--- config.mk ---
export PLATFORM = sky130hd
export DESIGN_NAME = bpd_update_scheduler
export DESIGN_NICKNAME = d
export VERILOG_FILES = /design/src/rtl/bpd_update_scheduler.sv
export SDC_FILE = /design/constraint.sdc
export NUM_CORES = 2
export LEC_CHECK = 0
export CORE_AREA = 5 5 475 477
export CTS_CLUSTER_DIAMETER = 50
export DETAILED_ROUTE_END_ITERATION = 12
export DIE_AREA = 0 0 480 482
export PLACE_DENSITY = 0.67
export REMOVE_ABC_BUFFERS = 1
export SLEW_MARGIN = 10
export SYNTH_ARGS = -nofsm -noshare
export SYNTH_HDL_FRONTEND = slang
export SYNTH_SLANG_ARGS = --single-unit
--- constraint.sdc ---
create_clock -name clock -period 16.8 [get_ports clock]
set_input_delay 1.68 -clock clock [delete_from_list [all_inputs] [get_ports clock]]
set_output_delay 1.68 -clock clock [all_outputs]
set_load 0.02 [all_outputs]
--- src/rtl/bpd_update_scheduler.sv ---
// Merges redirect/repair updates (priority) with a buffered commit-update stream into one
// registered ready/valid predictor update port, with a starvation bound that guarantees commits make progress.
module bpd_update_scheduler #(
  parameter int PAYLOAD_W    = 400,
  parameter int QDEPTH       = 4,
  parameter int STARVE_LIMIT = 8
) (
  input  logic                 clock,
  input  logic                 reset,
  input  logic                 io_redirect_valid,
  output logic                 io_redirect_ready,
  input  logic [PAYLOAD_W-1:0] io_redirect_bits,
  input  logic                 io_commit_valid,
  output logic                 io_commit_ready,
  input  logic [PAYLOAD_W-1:0] io_commit_bits,
  input  logic                 io_commit_flush,
  output logic                 io_out_valid,
  input  logic                 io_out_ready,
  output logic [PAYLOAD_W-1:0] io_out_bits,
  output logic                 io_out_is_commit
);
  localparam int AW = $clog2(QDEPTH);
  localparam int CW = AW + 1;
  localparam int SW = $clog2(STARVE_LIMIT + 1);

  logic [PAYLOAD_W-1:0] mem_q [QDEPTH];
  logic [AW-1:0]        wr_ptr_q, wr_ptr_d, rd_ptr_q, rd_ptr_d;
  logic [CW-1:0]        count_q, count_d;
  logic [SW-1:0]        starve_q, starve_d;
  logic                 out_valid_q, out_valid_d;
  logic                 out_commit_q, out_commit_d;
  logic [PAYLOAD_W-1:0] out_bits_q, out_bits_d;

  logic empty, full, load_en, force_commit;
  logic grant_redirect, commit_sel, enq, deq;

  assign empty        = (count_q == '0);
  assign full         = (count_q == CW'(QDEPTH));
  assign load_en      = !out_valid_q || io_out_ready;
  assign force_commit = (starve_q == SW'(STARVE_LIMIT)) && !empty;

  assign io_commit_ready   = !full && !io_commit_flush;
  assign io_redirect_ready = load_en && !force_commit;

  assign grant_redirect = io_redirect_ready && io_redirect_valid;
  assign commit_sel     = load_en && (force_commit || (!io_redirect_valid && !empty));
  // A flush hides the queue from the output mux as well as from the pointers.
  assign deq            = commit_sel && !io_commit_flush;
  assign enq            = io_commit_valid && io_commit_ready;

  always_comb begin
    wr_ptr_d     = wr_ptr_q;
    rd_ptr_d     = rd_ptr_q;
    count_d      = count_q;
    starve_d     = starve_q;
    out_valid_d  = out_valid_q;
    out_commit_d = out_commit_q;
    out_bits_d   = out_bits_q;

    if (io_commit_flush) begin
      wr_ptr_d = '0;
      rd_ptr_d = '0;
      count_d  = '0;
      starve_d = '0;
    end else begin
      if (enq) wr_ptr_d = wr_ptr_q + AW'(1);
      if (deq) rd_ptr_d = rd_ptr_q + AW'(1);
      count_d = count_q + CW'(enq) - CW'(deq);
      if (deq || empty)
        starve_d = '0;
      else if (grant_redirect && (starve_q != SW'(STARVE_LIMIT)))
        starve_d = starve_q + SW'(1);
    end

    if (load_en) begin
      if (grant_redirect) begin
        out_valid_d  = 1'b1;
        out_bits_d   = io_redirect_bits;
        out_commit_d = 1'b0;
      end else if (deq) begin
        out_valid_d  = 1'b1;
        out_bits_d   = mem_q[rd_ptr_q];
        out_commit_d = 1'b1;
      end else begin
        out_valid_d  = 1'b0;
      end
    end
  end

  always_ff @(posedge clock or posedge reset) begin
    if (reset) begin
      wr_ptr_q     <= '0;
      rd_ptr_q     <= '0;
      count_q      <= '0;
      starve_q     <= '0;
      out_valid_q  <= 1'b0;
      out_commit_q <= 1'b0;
      out_bits_q   <= '0;
    end else begin
      wr_ptr_q     <= wr_ptr_d;
      rd_ptr_q     <= rd_ptr_d;
      count_q      <= count_d;
      starve_q     <= starve_d;
      out_valid_q  <= out_valid_d;
      out_commit_q <= out_commit_d;
      out_bits_q   <= out_bits_d;
    end
  end

  // Payload storage carries no reset; validity lives entirely in count_q.
  always_ff @(posedge clock) begin
    if (enq) mem_q[wr_ptr_q] <= io_commit_bits;
  end

  assign io_out_valid     = out_valid_q;
  assign io_out_bits      = out_bits_q;
  assign io_out_is_commit = out_commit_q;
endmodule

[Word-level counts from Yosys, hierarchy flattened]
Memory sizes are Yosys's and may differ from the RTL's.
Index checks and enable logic that the tools add are counted.
Operators by class
  eq/ne operators: 3
  reduce and logical (&&, ||, !) cells: 24
  add/sub/neg operators: 5
  multiplexer cells: 16
Operators with widths (number)
  $mux W400: 2
  $mux W4: 3
  $logic_and A1 B1 Y1: 9
  $mux W2: 4
  $logic_not A1 Y1: 6
  $mux W1: 6
  $reduce_bool A2 Y1: 3
  $add A2 B1 Y2 const B: 2
  $add A4 B1 Y4 const B: 1
  $eq A4 B4 Y1 const B: 1
  $ne A4 B4 Y1 const B: 1
  $add A3 B1 Y3: 1
  $eq A3 B3 Y1 const B: 1
  $logic_not A3 Y1: 1
  $logic_or A1 B1 Y1: 3
  $mux W3: 1
  $reduce_bool A3 Y1: 1
  $sub A3 B1 Y3: 1
  $reduce_and A2 Y1: 1
Storage, ports and cells
  bits in writable memories: 1600
  register bits after elaboration: 413
  word-level logic and storage cells: 56
  memories: 1
  bits of input ports: 806
Memory list
  mem_q: words 4, width 400, read ports 1, clocked after memory_dff 0, write ports 1, RTL line 26  | logic [PAYLOAD_W-1:0] mem_q [QDEPTH];

[Longest topological paths before layout]
  word-level depth: 10
  depth in mapped cells: 13
  mapped depth without buffers: 13

[Least setup slack after synthesis]
OpenSTA, ideal clock, no wires.
  kind: input to register
  start: input io_commit_flush
  end: memory mem_q[1][0], enable pin
  cell stages on the path: 3
  data arrival time: 11615 ps
  buffers on the path: 1
  path slack: 4366 ps
  setup time: 819 ps
  data required time: 15981 ps
  cells stage by stage: clkbuf_1 > a21oi_1 > and3_1
Between the ends
  word-level cells in the longest chain between the ends: 5
Ends and longest elaborated chain
  start: declaration: RTL line 16  | input logic io_commit_flush,
  $logic_not A1 Y1: RTL line 42  | assign io_commit_ready = !full && !io_commit_flush;
  $logic_and A1 B1 Y1: RTL line 42
  named net io_commit_ready: RTL line 14  | output logic io_commit_ready,
  $logic_and A1 B1 Y1: RTL line 49  | assign enq = io_commit_valid && io_commit_ready;
  $mux W1: RTL line 112  | if (enq) mem_q[wr_ptr_q] <= io_commit_bits;
  $mux W1 (implied by the code): RTL line 112
  end: declaration: RTL line 26
The timed path passes the listed nets, and every way through them passes these cells.

[Worst setup path in the final report]
  start: input io_commit_flush
  end: memory mem_q[1][12], enable pin
Between the ends
  word-level cells in the longest chain between the ends: 5
Ends and longest elaborated chain (RTL line)
  $logic_not A1 Y1: 42
  $logic_and A1 B1 Y1: 42
  $logic_and A1 B1 Y1: 49
  $mux W1: 112
  $mux W1 (implied by the code): 112
No other way between the ends.

==> results.json <==
{
  "status": "finished, final reports clean",
  "io_buffers": 1209,
  "required_ps": 17230,
  "slew_viol_final": 0,
  "worst_ep_arrival_time_ps": 6460,
  "cts_hold_buf": 0,
  "grt_pass1_vias": 41100,
  "n_fill_cell": 18700,
  "ys_seq_area_share_pct": 74.9,
  "boundaryPins": 1210,
  "cts_tree": "yes",
  "ys.flop_type": "edfxtp_1",
  "setup_viol": 0,
  "clockBufferDepth": 3,
  "max_stage_delay_ps": 730,
  "ys_seq_elements": 2013,
  "grt_max_degree": 126,
  "synthCells": 3464,
  "cpMaxStageDelayCell": "buf_4",
  "syn_to_final_growth_pct": 29.1,
  "numCtsBuffers": 215,
  "synth_edf_count": 1600,
  "grt_pass1_wl_um": 294000,
  "cp_max_fo": 52,
  "insertion_delay_ps": 840,
  "p_total_mw": 15.3,
  "seqCellArea_um2": 58400,
  "path_cells": "clkdlybuf4s50_1 -> a21oi_1 -> and3_4 -> buf_4 -> buf_4 -> buf_4 -> buf_4",
  "dpl.hpwl_um": 144000,
  "antenna_found_initial": 103,
  "holdPathStages": 1,
  "track_usage_pct": 17.4,
  "synth_area_um2": 78000,
  "nets": 5581,
  "hp-class": "reg -> reg",
  "final-hold-violation-count": 0,
  "critPathCaptureType": "flip-flop",
  "syn_avg_cell_area_um2": 22.5,
  "ys_types": 38,
  "gr-total-overflow": 0,
  "worst-path-buf-inv": 5,
  "layout_common_cells": "edfxtp_1 (1600), clkdlybuf4s50_1 (1209), mux2_2 (789)",
  "slew_headroom_pct": 31.8,
  "fp.dieW_um": 480,
  "gp_congestion": 0.858,
  "leakagePower_nw": 33.4,
  "dr.pass1.iters": 5,
  "hold_slack_ps": 491,
  "multiInputGateArea_um2": 18500,
  "synth-async-reset-ratio_pct": 20.5,
  "viasPerCell": 4.90,
  "fin_crit_sh_pct": 35.9,
  "preCtsSetupSlack_ps": 9860,
  "clockRootBuffer": "clkbuf_16",
  "crit_type": "in -> reg",
  "critPathLaunchType": "input port",
  "floorplan.die_area_um2": 231000,
  "fin_ws_ps": 10770,
  "routed_wl_um": 208000,
  "start_util_pct": 35.3,
  "peakVddDrop_mv": 0.123,
  "post-cts-setup-buffers": 0,
  "cp_common_cell": "buf_4",
  "rsz0062_at_grt": "no",
  "powerDensity_nw_per_um2": 152,
  "fin_crit_ps": 6030,
  "mostFrequentLayoutCell": "edfxtp_1",
  "cts-resized-gates": 0,
  "drc": 0,
  "drt_iter0_drc": 3031,
  "core_um2": 221000,
  "dieHeight_um": 482,
  "drive_above_1_share_pct": 32.2,
  "htree_levels": 4,
  "post_drt_wl_per_cell_um": 26.0,
  "row_count": 173,
  "rr_worst_depth": 7,
  "crit_family": "buffers and inverters",
  "fmax_ghz": 0.166,
  "tightest_slew_ps": 1020,
  "path_depth": 7,
  "final_antenna_net_count": 0,
  "clk_pin_slew_ps": 60,
  "yosys_warnings": 0,
  "fin_skew_ps": 49.6,
  "vias": 39000,
  "cts.sinks": 2013,
  "setup_tns_ps": 0,
  "drv_cap": 0
}
==> routing by layer <==
| layer | global-route usage [%] | share of wire, % |
|---|---|---|
| met3 | 6.27 | 9.1 |
| met4 | 4.54 | 2.5 |
| met1 | 21.5 | 38 |
| met2 | 29.2 | 50 |
| met5 | 0 | 0.23 |
==> state kept, by name, summed over array words and instances, names as in the netlist <==
signal and flops:
io_out_valid 1, io_out_bits 400, rd_ptr_q 2, count_q 3, starve_q 4, wr_ptr_q 2
mem_q 1600, io_out_is_commit 1
==> stage by stage <==
step	instance area (um^2)	cells	util, %
finish	101000	7968	45.5
global route	101000	7944	45.5
CTS	101000	7931	45.5
detailed placement	93300	7524	42.2
global placement	93300	7524	42.2
floorplan	76900	3282	-
==> final timing paths <==
check / startpoint / end / slack [ps]
min in group asynchronous: reset / io_out_bits[24]$_DFFE_PP0P_ / 1290
max in group asynchronous: reset / io_out_bits[94]$_DFFE_PP0P_ / 12630
hold / removal: io_out_is_commit$_DFFE_PP0P_ / io_out_is_commit$_DFFE_PP0P_ / 490
setup reg to reg: rd_ptr_q[0]$_DFFE_PP0P_ / io_out_bits[28]$_DFFE_PP0P_ / 11720
setup / recovery: io_commit_flush / mem_q[1][12]$_DFFE_PP_ / 10770
hold reg to reg: io_out_is_commit$_DFFE_PP0P_ / io_out_is_commit$_DFFE_PP0P_ / 490
==> report_power, final <==
group          total, mW  internal, mW  leakage, nW  switching [mW]
sequential          6.57          6.19         19.4           0.378
clock               4.76          2.78         3.56            1.97
combinational       4.01          2.08         10.5            1.92
==> cell usage after synthesis, types with 8 or more instances <==
master       n  area (um^2)
mux4_2     400         9010
buf_2       64          320
ha_1         8          100
mux2_2     789         8880
nor2_1       8         30.0
edfxtp_1  1600        48000
buf_1        8         30.0
clkbuf_1    39          146
buf_4       64          480
dfrtp_1    413        10300
inv_1        9         33.8
mux2_1      12          135
==> kinds of logic after synthesis <==
family,count (synthesis),share of synthesized area (%)
compound gates,13,0.120
xor+xnor,4,0.0450
fa+ha+maj,9,0.154
buf+inv,191,1.39
flops,2013,74.9
mux,1202,23.1
simple gates,32,0.254
==> layout make-up <==
| type | count | area share, % |
|---|---|---|
| Inverter | 9 | 0.0410 |
| Timing Repair Buffer | 1267 | 12.6 |
| Sequential cell | 2013 | 58.0 |
| Antenna cell | 37 | 0.0920 |
| Tap cell | 2975 | 3.70 |
| Clock inverter | 123 | 1.40 |
| Clock buffer | 284 | 5.81 |
| Multi-Input combinational cell | 1260 | 18.4 |
Power figures use the tool's default switching activity.
